**config.mk**
```make
export PLATFORM = sky130hd
export DESIGN_NAME = window_frame_scheduler_flat
export DESIGN_NICKNAME = d
export VERILOG_FILES = /design/src/rtl/window_frame_scheduler_if.sv /design/src/rtl/window_frame_scheduler.sv /design/src/flat_wrapper.sv
export SDC_FILE = /design/constraint.sdc
export NUM_CORES = 1
export LEC_CHECK = 0
export ABC_AREA = 1
export CORE_ASPECT_RATIO = 2
export CORE_MARGIN = 1.5
export CORE_UTILIZATION = 45
export CTS_CLUSTER_SIZE = 28
export DETAILED_ROUTE_END_ITERATION = 7
export PLACE_DENSITY = 0.69
export SLEW_MARGIN = 20
export SYNTH_ARGS = -nofsm -noshare
export SYNTH_HDL_FRONTEND = slang
export SYNTH_SLANG_ARGS = --single-unit
```
**constraint.sdc**
```tcl
create_clock -name clk -period 2.6 [get_ports clk]
set_input_delay 0.52 -clock clk [delete_from_list [all_inputs] [get_ports clk]]
set_output_delay 0.52 -clock clk [all_outputs]
set_load 0.005 [all_outputs]
```
**src/rtl/window_frame_scheduler_if.sv**
```systemverilog
// Frame request handshake between the window scheduler (master) and the
// single-frame-in-flight spectral engine (slave).
interface window_frame_scheduler_if #(
  parameter int unsigned IDX_W = 32
);
  logic             frame_start;
  logic [IDX_W-1:0] frame_base_idx;
  logic             proc_ready;
  logic             proc_done;

  modport master (
    output frame_start,
    output frame_base_idx,
    input  proc_ready,
    input  proc_done
  );

  modport slave (
    input  frame_start,
    input  frame_base_idx,
    output proc_ready,
    output proc_done
  );
endinterface

```
**src/rtl/window_frame_scheduler.sv**
```systemverilog
// Sliding-window frame scheduler: gates sample ingest, owns the running sample
// index, raises enable_process once the window first fills and requests one
// frame per HOP samples from a single-frame-in-flight engine, counting drops.
// Optional macro FRAME_TIMEOUT_EN adds TIMEOUT_CYC and a sticky timeout output
// that force-clears a frame the engine never reports as done.
module window_frame_scheduler #(
  parameter int unsigned SAMPLE_SIZE = 4096,
  parameter int unsigned HOP         = 1024,
  parameter int unsigned IDX_W       = 32,
  parameter int unsigned CNT_W       = 16
`ifdef FRAME_TIMEOUT_EN
  ,
  parameter int unsigned TIMEOUT_CYC = 65535
`endif
) (
  input  logic                  clk,
  input  logic                  rst_n,
  input  logic                  start,
  input  logic                  sample_valid,
  input  logic                  stream_end,
  output logic                  enable,
  output logic                  enable_process,
  output logic [IDX_W-1:0]      idx,
  output logic [CNT_W-1:0]      frame_count,
  output logic [CNT_W-1:0]      drop_count,
  output logic                  overrun,
  output logic                  busy,
  output logic                  done,
`ifdef FRAME_TIMEOUT_EN
  output logic                  timeout,
`endif
  window_frame_scheduler_if.master eng
);

  typedef enum logic [2:0] {StIdle, StFill, StRun, StDrain, StDone} state_e;

  state_e           state_q, state_d;
  logic [IDX_W-1:0] idx_q, idx_d;
  logic [IDX_W-1:0] hop_q, hop_d;
  logic             pending_q, pending_d;
  logic [IDX_W-1:0] pend_base_q, pend_base_d;
  logic             in_flight_q, in_flight_d;
  logic             fs_q, fs_d;
  logic [IDX_W-1:0] fbase_q, fbase_d;
  logic [CNT_W-1:0] fcnt_q, fcnt_d;
  logic [CNT_W-1:0] dcnt_q, dcnt_d;
  logic             ovr_q, ovr_d;
  logic             ep_q, ep_d;
  logic             frame_evt;
  logic             filled;
`ifdef FRAME_TIMEOUT_EN
  logic [31:0]      to_cnt_q, to_cnt_d;
  logic             tmo_q, tmo_d;
`endif

  // Next-state: sample counting, frame completion, drop tracking and issue.
  always_comb begin
    state_d     = state_q;
    idx_d       = idx_q;
    hop_d       = hop_q;
    pending_d   = pending_q;
    pend_base_d = pend_base_q;
    in_flight_d = in_flight_q;
    fs_d        = 1'b0;
    fbase_d     = fbase_q;
    fcnt_d      = fcnt_q;
    dcnt_d      = dcnt_q;
    ovr_d       = ovr_q;
    ep_d        = ep_q;
    frame_evt   = 1'b0;
    filled      = 1'b0;
`ifdef FRAME_TIMEOUT_EN
    to_cnt_d    = to_cnt_q;
    tmo_d       = tmo_q;
`endif

    unique case (state_q)
      StIdle, StDone: begin
        if (start) begin
          state_d   = StFill;
          idx_d     = '0;
          hop_d     = '0;
          pending_d = 1'b0;
          fcnt_d    = '0;
          dcnt_d    = '0;
          ovr_d     = 1'b0;
          ep_d      = 1'b0;
`ifdef FRAME_TIMEOUT_EN
          tmo_d     = 1'b0;
`endif
        end
      end
      StFill: begin
        if (sample_valid) begin
          idx_d = idx_q + 1'b1;
          if (idx_q == IDX_W'(SAMPLE_SIZE - 1)) begin
            filled    = 1'b1;
            frame_evt = 1'b1;
            state_d   = StRun;
            ep_d      = 1'b1;
          end
        end
        // A sample that completes the window is counted before EOF is honoured.
        if (stream_end) state_d = filled ? StDrain : StDone;
      end
      StRun: begin
        if (sample_valid) begin
          idx_d = idx_q + 1'b1;
          if (hop_q == IDX_W'(HOP - 1)) begin
            hop_d     = '0;
            frame_evt = 1'b1;
          end else begin
            hop_d = hop_q + 1'b1;
          end
        end
        if (stream_end) state_d = StDrain;
      end
      StDrain: begin
        if (!pending_q && !in_flight_q) begin
          state_d = StDone;
          ep_d    = 1'b0;
        end
      end
      default: state_d = StIdle;
    endcase

    // A completed frame replaces an unissued one; the older frame is lost.
    if (frame_evt) begin
      if (pending_q) begin
        ovr_d = 1'b1;
        if (dcnt_q != {CNT_W{1'b1}}) dcnt_d = dcnt_q + 1'b1;
      end
      pending_d   = 1'b1;
      pend_base_d = idx_d - IDX_W'(SAMPLE_SIZE);
    end

    // Issue looks at the just-completed frame so the request trails its last sample by one cycle.
    if (pending_d && eng.proc_ready && !in_flight_q) begin
      fs_d        = 1'b1;
      fbase_d     = pend_base_d;
      fcnt_d      = fcnt_q + 1'b1;
      pending_d   = 1'b0;
      in_flight_d = 1'b1;
`ifdef FRAME_TIMEOUT_EN
      to_cnt_d    = '0;
`endif
    end else if (eng.proc_done) begin
      in_flight_d = 1'b0;
`ifdef FRAME_TIMEOUT_EN
      to_cnt_d    = '0;
    end else if (in_flight_q) begin
      if (to_cnt_q == 32'(TIMEOUT_CYC - 1)) begin
        in_flight_d = 1'b0;
        tmo_d       = 1'b1;
        to_cnt_d    = '0;
      end else begin
        to_cnt_d = to_cnt_q + 1'b1;
      end
`endif
    end
  end

  // State and datapath registers.
  always_ff @(posedge clk or negedge rst_n) begin
    if (!rst_n) begin
      state_q     <= StIdle;
      idx_q       <= '0;
      hop_q       <= '0;
      pending_q   <= 1'b0;
      pend_base_q <= '0;
      in_flight_q <= 1'b0;
      fs_q        <= 1'b0;
      fbase_q     <= '0;
      fcnt_q      <= '0;
      dcnt_q      <= '0;
      ovr_q       <= 1'b0;
      ep_q        <= 1'b0;
`ifdef FRAME_TIMEOUT_EN
      to_cnt_q    <= '0;
      tmo_q       <= 1'b0;
`endif
    end else begin
      state_q     <= state_d;
      idx_q       <= idx_d;
      hop_q       <= hop_d;
      pending_q   <= pending_d;
      pend_base_q <= pend_base_d;
      in_flight_q <= in_flight_d;
      fs_q        <= fs_d;
      fbase_q     <= fbase_d;
      fcnt_q      <= fcnt_d;
      dcnt_q      <= dcnt_d;
      ovr_q       <= ovr_d;
      ep_q        <= ep_d;
`ifdef FRAME_TIMEOUT_EN
      to_cnt_q    <= to_cnt_d;
      tmo_q       <= tmo_d;
`endif
    end
  end

  assign enable             = (state_q == StFill) || (state_q == StRun);
  assign enable_process     = ep_q;
  assign idx                = idx_q;
  assign frame_count        = fcnt_q;
  assign drop_count         = dcnt_q;
  assign overrun            = ovr_q;
  assign busy               = (state_q != StIdle) && (state_q != StDone);
  assign done               = (state_q == StDone);
  assign eng.frame_start    = fs_q;
  assign eng.frame_base_idx = fbase_q;
`ifdef FRAME_TIMEOUT_EN
  assign timeout            = tmo_q;
`endif

endmodule

```
**src/flat_wrapper.sv**
```systemverilog
// flat-port wrapper written by rule: the top's interface ports become plain ports
module window_frame_scheduler_flat 
#(
  parameter int unsigned SAMPLE_SIZE = 4096,
  parameter int unsigned HOP         = 1024,
  parameter int unsigned IDX_W       = 32,
  parameter int unsigned CNT_W       = 16

)
  (clk, rst_n, start, sample_valid, stream_end, enable, enable_process, idx, frame_count, drop_count, overrun, busy, done, eng_frame_start, eng_frame_base_idx, eng_proc_ready, eng_proc_done);
  window_frame_scheduler_if #(.IDX_W(IDX_W)) eng_i ();
  input  logic clk;
  input  logic rst_n;
  input  logic start;
  input  logic sample_valid;
  input  logic stream_end;
  output logic enable;
  output logic enable_process;
  output logic [IDX_W-1:0] idx;
  output logic [CNT_W-1:0] frame_count;
  output logic [CNT_W-1:0] drop_count;
  output logic overrun;
  output logic busy;
  output logic done;
  output wire logic [$bits(eng_i.frame_start)-1:0] eng_frame_start;
  output wire logic [$bits(eng_i.frame_base_idx)-1:0] eng_frame_base_idx;
  input wire logic [$bits(eng_i.proc_ready)-1:0] eng_proc_ready;
  input wire logic [$bits(eng_i.proc_done)-1:0] eng_proc_done;
  assign eng_frame_start = eng_i.frame_start;
  assign eng_frame_base_idx = eng_i.frame_base_idx;
  assign eng_i.proc_ready = eng_proc_ready;
  assign eng_i.proc_done = eng_proc_done;
  window_frame_scheduler #(.SAMPLE_SIZE(SAMPLE_SIZE), .HOP(HOP), .IDX_W(IDX_W), .CNT_W(CNT_W)) u_core (.clk(clk), .rst_n(rst_n), .start(start), .sample_valid(sample_valid), .stream_end(stream_end), .enable(enable), .enable_process(enable_process), .idx(idx), .frame_count(frame_count), .drop_count(drop_count), .overrun(overrun), .busy(busy), .done(done), .eng(eng_i));
endmodule
```
==> flow_metrics.env <==
export IMPL_cts_sinks=168
export IMPL_min_period_ps=2550
export IMPL_fill_cells=1842
export IMPL_slew_headroom=0.639
export IMPL_grt_max_degree=56
export IMPL_viasPerCell=5.36
export IMPL_synth_top_cell_area_share=0.437
export IMPL_drc=0
export IMPL_synth_area_top_cells="dfrtp_1 (44%), nand2_1 (13%), inv_1 (5.7%), nor2_1 (5.3%), nand3_1 (5.2%)"
export IMPL_clock_tree_buffer_depth=2
export IMPL_layout_drive_gt1_share=0.212
export IMPL_synth_cell_types=50
export IMPL_fin_setup_tns_ps=0
export IMPL_drv_cap=0
export IMPL_rows=75
export IMPL_area_growth_pct=34.1
export IMPL_diodes=0
export IMPL_drt_iter0_drc=423
export IMPL_seq_power_share=0.362
export IMPL_setup_violations=0
export IMPL_syn_nets=1278
export IMPL_dieArea_um2=22300
export IMPL_switchingPower_mw=2.80
export IMPL_cts_tree="yes"
export IMPL_end_kind="primary output"
export IMPL_drv_slew=0
export IMPL_clk_latency_ps=450
export IMPL_port_buffers=108
export IMPL_hold_path_class="input pin to asynchronous set/reset pin"
export IMPL_fin_crit_sh=0.980
export IMPL_final_util=0.616
export IMPL_coreArea_um2=20900
export IMPL_path_class="flop to primary output"
export IMPL_synthCells=1266
export IMPL_arrival_ps=2030
export IMPL_cp_slowest_cell="clkdlybuf4s50_1"
export IMPL_finalWirelength_mm=31.7
export IMPL_htreeDepth=4
export IMPL_swShare=0.361
export IMPL_initial_core_util=0.459
export IMPL_grt_first_pass_wirelength_mm=49.3
export IMPL_synthArstFlopShare=1.00
export IMPL_routedWlPerCell_um=17.7
export IMPL_nets=1523
export IMPL_power_clock_fraction=0.327
export IMPL_postSynthAreaPerCell_um2=7.60
export IMPL_overflow=0
export IMPL_cp_num_buf_inv=3
export IMPL_synth_warnings=0
export IMPL_gp_congestion=0.955
export IMPL_required_ps=2080
export IMPL_synth_edff_count=0
export IMPL_track_usage=0.288
export IMPL_clk_pin_slew_ps=80
export IMPL_dp_slack_ps=-494
export IMPL_power_density_nw_per_um2=601
export IMPL_status="completed"
export IMPL_cp_cell_sequence="inv_2 > nor2_2 > nand2_2 > nand2_4 > buf_6 > clkdlybuf4s50_1"
export IMPL_cts_buffers=17
export IMPL_vias=9608
export IMPL_p_total_mw=7.75
export IMPL_yosys_area_top_type="dfrtp_1"
export IMPL_dr_pass1_iters=5
export IMPL_critical_path_top_delay_family="buffers and inverters"
export IMPL_peakVddDrop_uv=499
export IMPL_antenna_found_initial=0
export IMPL_leakage_nw=6.12
export IMPL_pwr_share_comb=0.311
export IMPL_ys_seq_area_frac=0.437
export IMPL_cts_root_buf="clkbuf_16"
export IMPL_ys_flop_type="dfrtp_1"
export IMPL_max_freq_mhz=392
export IMPL_fin_ws_ps=51.6
export IMPL_worstPathMaxFanout=13
export IMPL_drtAntennaViolNets=0
export IMPL_hold_slack_ps=23.1
export IMPL_start_kind="flop"
export IMPL_first_global_vias=9649
export IMPL_worstMarginPinSlew_ps=537
export IMPL_p_int_mw=4.95
export IMPL_die_w_um=106
export IMPL_fin_skew_ps=13.9
export IMPL_ys_ff_latch=168
export IMPL_dp_hpwl_mm=24.0
export IMPL_cp_slowest_stage_delay_ps=520
export IMPL_io_pins=109
export IMPL_die_h_um=210
export IMPL_syn_area_um2=9620
export IMPL_hold_viol=0
metal layers:
| metal | vias to the layer above | track usage | share of wire |
|---|---|---|---|
| met2 | 269 | 0.527 | 0.54 |
| met3 | 119 | 0.0388 | 0.033 |
| met4 | 0 | 0.191 | 0.071 |
| met5 | - | 0 | 0 |
| met1 | 4581 | 0.301 | 0.35 |
| li1 | 4639 | - | - |
area by class of cell:
| type | count | area [µm²] | area share |
|---|---|---|---|
| Multi-Input combinational cell | 909 | 4830 | 0.375 |
| Sequential cell | 168 | 4220 | 0.327 |
| Timing Repair Buffer | 256 | 2310 | 0.179 |
| Inverter | 159 | 608 | 0.0472 |
| Clock buffer | 17 | 425 | 0.0330 |
| Tap cell | 269 | 337 | 0.0261 |
| Clock inverter | 15 | 158 | 0.0122 |
power by group through the flow:
stage | Combinational (mW) | Clock, mW | Sequential [mW]
final | 2.41 | 2.53 | 2.80
after global routing | 2.61 | 2.67 | 2.81
after CTS | 2.28 | 2.57 | 2.80
after detailed placement | 2.24 | 0 | 2.85
after global placement | 2.23 | 0 | 2.84
after floorplan | 1.21 | 0 | 2.85
layout by cell type (no fill, tap or decap), types with 6 or more instances in the layout:
cell type        count
and2_1               8
nand3_2             16
or2_2                8
a21oi_1             38
buf_12               6
inv_2               12
clkdlybuf4s50_1    106
dfrtp_2             12
nand4_1             33
o22ai_1             11
o21ai_0             51
dfrtp_1            156
nand2_4             10
buf_4              137
xor2_1              14
nor2_4              13
clkbuf_16           19
nor2_2              17
a31oi_1             24
nand3_1             95
nor2_1             125
nand2_2             20
nand2_1            314
inv_1              144
nor3_2               7
nor4_1              12
nor3_1              29
stage by stage:
step / cell area (µm²) / instances
floorplan: 9620 / 1266
global placement: 12000 / 1752
detailed placement: 12000 / 1752
CTS: 12600 / 1784
global route: 12900 / 1793
finish: 12900 / 1793
worst register-to-register path, stage by stage (launching register included):
cell and delay (ps):
dfrtp_2 460, nor2_2 150, inv_2 90, nor2_2 120
inv_1 80, nand2_2 110, inv_2 40, buf_4 190
o21ai_4 280, nor2_4 80, nand2_4 140, clkinvlp_4 110
buf_4 160, nand4_1 80, nand3_1 120, and2_1 160
synthesized netlist by cell type, drive strengths merged, types with 2 or more instances:
cell      n
xor2     14
a21boi    2
nor3     36
o211ai    5
nand2   344
nor2    160
nand3   114
nand4    34
a211oi    3
xnor2     4
o31ai     5
or2       8
nor4     12
o22ai    12
nor3b     4
ha        5
o21a      4
dfrtp   168
o21ai    57
clkbuf    8
o21bai    3
nand3b    5
buf      22
a21oi    40
a31oi    24
inv     159
and2      9
cells by family (layout without fill, tap and decap cells):
| group | Yosys count | count (layout) | synth area share |
|---|---|---|---|
| and+or+nand+nor | 728 | 728 | 0.363 |
| AOI/OAI and AO/OA | 158 | 158 | 0.0962 |
| DFF | 168 | 168 | 0.437 |
| xor gates and xnor gates | 18 | 18 | 0.0164 |
| adders and majority gates | 5 | 5 | 0.00651 |
| buffers and inverters | 189 | 447 | 0.0804 |
flip-flops by register name, indices dropped and copies added, names as in the netlist:
register / cells
u_core.idx: 32
u_core.eng.frame_start: 1
u_core.hop_q: 32
u_core.in_flight_q: 1
u_core.overrun: 1
u_core.state_q: 3
u_core.eng.frame_base_idx: 32
u_core.drop_count: 16
u_core.pend_base_q: 32
u_core.frame_count: 16
u_core.enable_process: 1
u_core.pending_q: 1
worst paths after layout:
check	slack, ps	depth (start not counted)	endpoint	startpoint
min in group clk	480	2	u_core.pend_base_q[4]	u_core.pend_base_q[4]
setup reg to reg	90	15	u_core.pend_base_q[25]	u_core.state_q[1]
max in group asynchronous	1840	2	u_core.hop_q[9]	rst_n
hold / removal	20	1	u_core.idx[25]	rst_n
setup / recovery	50	6	enable	u_core.state_q[0]
hold reg to reg	480	2	u_core.pend_base_q[4]	u_core.pend_base_q[4]
repair_timing:
action,CTS,global route
buffers inserted,0,7
resized for setup,9,65
hold buffers,0,0
cloned,0,3
pin swaps,0,11
setup endpoints to repair,9,78
No activity file was read; power rests on OpenSTA's default activity.
